$ cat config.mk
export PLATFORM = sky130hd
export DESIGN_NAME = byte_stream_sequencer_flat
export DESIGN_NICKNAME = d
export VERILOG_FILES = /design/src/rtl/byte_stream_sequencer_if.sv /design/src/rtl/byte_stream_sequencer.sv /design/src/flat_wrapper.sv
export SDC_FILE = /design/constraint.sdc
export NUM_CORES = 1
export LEC_CHECK = 0
export CAP_MARGIN = 10
export CELL_PAD_IN_SITES_DETAIL_PLACEMENT = 2
export CELL_PAD_IN_SITES_GLOBAL_PLACEMENT = 2
export CORE_ASPECT_RATIO = 1.25
export CORE_MARGIN = 4
export CORE_UTILIZATION = 30
export DETAILED_ROUTE_END_ITERATION = 8
export HOLD_SLACK_MARGIN = 0.06
export PLACE_DENSITY_LB_ADDON = 0.1
export RECOVER_POWER = 100
export SLEW_MARGIN = 30
export SYNTH_ARGS = -nofsm -noshare
export SYNTH_HDL_FRONTEND = slang
export SYNTH_SLANG_ARGS = --single-unit
export TNS_END_PERCENT = 1
$ cat constraint.sdc
create_clock -name clk -period 2.7 [get_ports clk]
set_clock_uncertainty 0.2 [all_clocks]
set_input_delay 0.405 -clock clk [delete_from_list [all_inputs] [get_ports clk]]
set_output_delay 0.405 -clock clk [all_outputs]
set_load 0.01 [all_outputs]
$ cat src/rtl/byte_stream_sequencer_if.sv
// rtl/byte_stream_sequencer_if.sv - word intake handshake for the byte stream sequencer
interface byte_stream_sequencer_if #(
    parameter int NUM_BYTES = 4
);
    logic [8*NUM_BYTES-1:0] in_data;
    logic                   in_valid;
    logic                   in_ready;

    modport master (
        output in_data,
        output in_valid,
        input  in_ready
    );

    modport slave (
        input  in_data,
        input  in_valid,
        output in_ready
    );
endinterface

$ cat src/rtl/byte_stream_sequencer.sv
// rtl/byte_stream_sequencer.sv - feeds a captured word to the bit serializer byte by byte
// with a gap slot and an ACK slot per byte; stops early on NACK.
module byte_stream_sequencer #(
    parameter int NUM_BYTES = 4,
    parameter bit MSB_FIRST = 1'b1
) (
    input  logic                    clk,
    input  logic                    reset,
    byte_stream_sequencer_if.slave  word_if,
    input  logic                    ack_in,
    input  logic                    abort,
    output logic                    tx_enable,
    output logic [7:0]              tx_byte,
    output logic                    sda_oe,
    output logic                    busy,
    output logic                    done,
    output logic                    nacked
);

    localparam int W     = 8 * NUM_BYTES;
    localparam int IDX_W = (NUM_BYTES > 1) ? $clog2(NUM_BYTES) : 1;
    localparam logic [IDX_W-1:0] LAST_IDX = IDX_W'(NUM_BYTES - 1);

    typedef enum logic [1:0] {
        IDLE,
        SEND,
        GAP,
        ACK
    } state_t;

    state_t           state_q, state_d;
    logic [W-1:0]     word_q, word_d;
    logic [W-1:0]     word_shl;
    logic [2:0]       bit_q, bit_d;
    logic [IDX_W-1:0] idx_q, idx_d;
    logic             tx_enable_d;
    logic [7:0]       tx_byte_d;
    logic             done_d;
    logic             nacked_d;

    // The serializer shifts out bit 0 first, so reversing puts data bit 7 on the wire first.
    function automatic logic [7:0] wire_order(input logic [7:0] b);
        logic [7:0] r;
        for (int i = 0; i < 8; i++) begin
            r[i] = MSB_FIRST ? b[7-i] : b[i];
        end
        return r;
    endfunction

    assign word_if.in_ready = (state_q == IDLE);
    assign busy             = (state_q != IDLE);

    always_comb begin
        state_d     = state_q;
        word_d      = word_q;
        bit_d       = bit_q;
        idx_d       = idx_q;
        tx_enable_d = 1'b0;
        tx_byte_d   = tx_byte;
        done_d      = 1'b0;
        nacked_d    = 1'b0;
        word_shl    = word_q << 8;

        case (state_q)
            IDLE: begin
                if (word_if.in_valid) begin
                    state_d     = SEND;
                    word_d      = word_if.in_data;
                    idx_d       = '0;
                    bit_d       = 3'd0;
                    tx_enable_d = 1'b1;
                    tx_byte_d   = wire_order(word_if.in_data[W-1 -: 8]);
                end
            end
            SEND: begin
                tx_enable_d = 1'b1;
                bit_d       = bit_q + 3'd1;
                if (bit_q == 3'd7) begin
                    state_d     = GAP;
                    tx_enable_d = 1'b0;
                    bit_d       = 3'd0;
                end
            end
            GAP: begin
                state_d = ACK;
            end
            ACK: begin
                if (ack_in) begin
                    state_d  = IDLE;
                    done_d   = 1'b1;
                    nacked_d = 1'b1;
                end else if (idx_q == LAST_IDX) begin
                    state_d = IDLE;
                    done_d  = 1'b1;
                end else begin
                    // Current byte always sits at the top of word_q; shift the next one up.
                    state_d     = SEND;
                    idx_d       = idx_q + IDX_W'(1);
                    word_d      = word_shl;
                    tx_enable_d = 1'b1;
                    tx_byte_d   = wire_order(word_shl[W-1 -: 8]);
                end
            end
            default: begin
                state_d = IDLE;
            end
        endcase
    end

    always_ff @(posedge clk) begin
        if (reset || abort) begin
            state_q   <= IDLE;
            word_q    <= '0;
            bit_q     <= 3'd0;
            idx_q     <= '0;
            tx_enable <= 1'b0;
            tx_byte   <= 8'h00;
            sda_oe    <= 1'b0;
            done      <= 1'b0;
            nacked    <= 1'b0;
        end else begin
            state_q   <= state_d;
            word_q    <= word_d;
            bit_q     <= bit_d;
            idx_q     <= idx_d;
            tx_enable <= tx_enable_d;
            tx_byte   <= tx_byte_d;
            // The serializer output is registered, so the last bit stays on the wire through GAP.
            sda_oe    <= tx_enable;
            done      <= done_d;
            nacked    <= nacked_d;
        end
    end

endmodule

$ cat src/flat_wrapper.sv
// flat-port wrapper written by rule: the top's interface ports become plain ports
module byte_stream_sequencer_flat 
#(
    parameter int NUM_BYTES = 4,
    parameter bit MSB_FIRST = 1'b1
)
  (clk, reset, ack_in, abort, tx_enable, tx_byte, sda_oe, busy, done, nacked, word_if_in_data, word_if_in_valid, word_if_in_ready);
  byte_stream_sequencer_if #(.NUM_BYTES(NUM_BYTES)) word_if_i ();
  input  logic clk;
  input  logic reset;
  input  logic ack_in;
  input  logic abort;
  output logic tx_enable;
  output logic [7:0] tx_byte;
  output logic sda_oe;
  output logic busy;
  output logic done;
  output logic nacked;
  input wire logic [$bits(word_if_i.in_data)-1:0] word_if_in_data;
  input wire logic [$bits(word_if_i.in_valid)-1:0] word_if_in_valid;
  output wire logic [$bits(word_if_i.in_ready)-1:0] word_if_in_ready;
  assign word_if_i.in_data = word_if_in_data;
  assign word_if_i.in_valid = word_if_in_valid;
  assign word_if_in_ready = word_if_i.in_ready;
  byte_stream_sequencer #(.NUM_BYTES(NUM_BYTES), .MSB_FIRST(MSB_FIRST)) u_core (.clk(clk), .reset(reset), .word_if(word_if_i), .ack_in(ack_in), .abort(abort), .tx_enable(tx_enable), .tx_byte(tx_byte), .sda_oe(sda_oe), .busy(busy), .done(done), .nacked(nacked));
endmodule
==> flow_summary.toml <==
[outcome]
status = "completed"

[placed_design]
place_congestion = 0.6657
io_buffers = 50
dpl.cell_count = 328
dp_hpwl_mm = 3.996

[die]
initial_utilization = 0.3126
io_pins = 51
die_w_microns = 82.67
die_h_microns = 101.3
core-area_sq_mm = 0.006689
die_area_sq_mm = 0.008377
fp-row-count = 33

[clock_tree]
worstSkewPairLatency_ns = 0.29
htree_num_levels = 2
clk_pin_slew_ns = 0.08
cts_root_buf = "clkbuf_8"
cts_setup_buffers = 0
clockBufferDepth = 2
cts_tree = "yes"
ctsResizeCount = 0
holdBufCountCts = 0
cts_buffers = 5
cts_sinks = 43

[pwr]
ir_drop_mv = 0.2258
p_leak_nw = 0.9255
powerDensity_mw_per_mm2 = 506.7

[yosys]
synth_top_area_share = 0.4117
syn_inst = 204
netlist_area_sq_mm = 0.002091
synth_most_common_cell = "dfxtp_1"
ys_warn_count = 0
yosysSeqAreaShare = 0.4117
yosys-top-cells-count = "43 x dfxtp_1, 26 x mux2i_1, 25 x a21oi_1"
synth-main-ff-cell = "dfxtp_1"
synth_nets = 248
synthTopCellsByArea = "dfxtp_1 41%, a211oi_2 13%, mux2i_1 12%, a21oi_1 6.0%, ha_1 4.2%"
synthArstFlopShare = 0
syn_avg_cell_area_sq_um = 10.25
synth_seq_cells = 43
yosys.cell_types.count = 33
synth_edf_count = 0
synth_largest_area_cell = "dfxtp_1"

[routing]
wl_per_cell_microns = 17.29
drt-pass1-iter-count = 4
postRouteAntennaNets = 0
drt_iter0_markers = 84
vias = 1730
wl_mm = 5.809
drc = 0
viasPerCell = 5.149

[critical_path]
crit_arrival_ns = 1.81
crit_path_end_kind = "primary output"
r2r-end = "u_core.word_q[15]"
r2r_setup_slack_ns = 0.56
critical_path.max_fanout = 8
critPathKind = "register to primary output"
crit_required_ns = 2.10
rr_worst_depth = 6
r2r_start = "u_core.state_q[0]"
start_kind = "register"

[job]
max_cap_violations = 0

[cells_and_area]
antenna_cells = 0
layout.cells.non_filler = 336
drive_gt1_frac = 0.06827
synthToLayoutAreaGrowth_pct = 25.79
layout.nets = 292

[hold_path]
hold_depth = 2
hold_class = "register to register"
min_to = "u_core.word_q[2]"
min_from = "u_core.word_q[2]"

[sta]
rsz0062_at_grt = "false"
worst_pin_slew_ns = 1.043
setup_viol = 0
slew_violations = 0
post-route-period-util = 0.8939
setup_tns_ns = 0
hold_viol = 0
slew_headroom = 0.3049
fmax_ghz = 0.4144
min_period_ns = 2.413

[global_route]
grt-ovfl-total = 0
grt_first_pass_wirelength_mm = 9.287
grt_max_degree = 35
antenna_found_initial = 0
grt.total_usage = 0.1425
grt_pass1_vias = 1915
-- worst max path at each step --
| stage | startpoint | to | slack [ns] | cells after the start |
|---|---|---|---|---|
| 6_report | u_core.state_q[0] | busy | 0.29 | 4 |
| 5_1_grt | u_core.state_q[0] | busy | 0.17 | 4 |
| 4_1_cts | u_core.state_q[0] | word_if_in_ready | 0.31 | 3 |
| 3_5_place_dp | word_if_in_valid | u_core.word_q[15] | 0.56 | 5 |
| 3_3_place_gp | word_if_in_valid | u_core.tx_byte[5] | 0.61 | 5 |
| 2_1_floorplan | u_core.state_q[0] | u_core.tx_byte[7] | 0.72 | 8 |
-- logic make-up after synthesis --
family | after synthesis | share of synthesized area
compound gates | 67 | 0.2513
fa+ha+maj | 7 | 0.04189
buf+inv | 22 | 0.05924
flops | 43 | 0.4117
mux | 27 | 0.1317
simple gates | 38 | 0.1041
-- cells in the final DEF (no fill, tap or decap), types with 2 or more instances in the layout --
master           instances
clkbuf_8                 7
a21oi_1                 25
nand2_1                 11
a211oi_2                 2
ha_1                     6
a211oi_1                23
mux2i_1                 26
nand2b_1                 2
nand3_1                  4
dfxtp_1                 43
clkbuf_1                 2
nor2_1                   4
dlygate4sd3_1           15
nor2b_1                  2
inv_1                    3
o21ai_0                 10
nand4b_1                 8
clkdlybuf4s50_1         35
buf_4                    4
-- report_power, final --
| part | leakage, nW | internal [mW] | switching, mW |
|---|---|---|---|
| clock network | 0.0515 | 0.234 | 0.223 |
| logic | 0.524 | 0.102 | 0.101 |
| registers | 0.350 | 0.659 | 0.0139 |
| total | 0.925 | 0.995 | 0.338 |
-- critical path: stages, from the launching register on --
cell and delay [ns]:
dfxtp_1 0.34, inv_1 0.13, ha_1 0.37, inv_1 0.07
dlygate4sd3_1 0.61
-- final cells by class --
cell class                 count  area [sq um]
sequential                    43         860.8
fill                         761          4059
tap                           87         108.9
clock buffer                   8         100.1
inverter                       3         11.26
timing repair buffer          56         539.3
multi-input combinational    139          1010
-- through the flow --
step / total power [mW] / util / hold slack, ns / setup WS, ns / area, sq um
after global placement: 0.9209 / 0.3958 / 0.2389 / 0.6116 / 2648
after CTS: 1.386 / 0.4108 / 0.2567 / 0.3142 / 2748
after floorplan: 0.8242 / - / 0.2281 / 0.7229 / 2091
after global routing: 1.400 / 0.3932 / 0.2951 / 0.1732 / 2630
final: 1.333 / 0.3932 / 0.2607 / 0.2866 / 2630
after detailed placement: 0.9244 / 0.3958 / 0.2446 / 0.5628 / 2648
-- registers in the layout, indices dropped and copies added, names as in the netlist --
register / cells
u_core.idx_q: 2
u_core.nacked: 1
u_core.tx_byte: 8
u_core.tx_enable: 1
u_core.bit_q: 3
u_core.state_q: 2
u_core.done: 1
u_core.sda_oe: 1
u_core.word_q: 24
-- layer usage --
layer	vias to the layer above	GRT usage	routed length, microns
met2	31	0.2556	3047
met1	858	0.1743	2505
met5	-	0	0
met3	5	0.01957	200
li1	836	-	-
met4	0	0.04151	56
No activity file was read; power rests on OpenSTA's default activity.
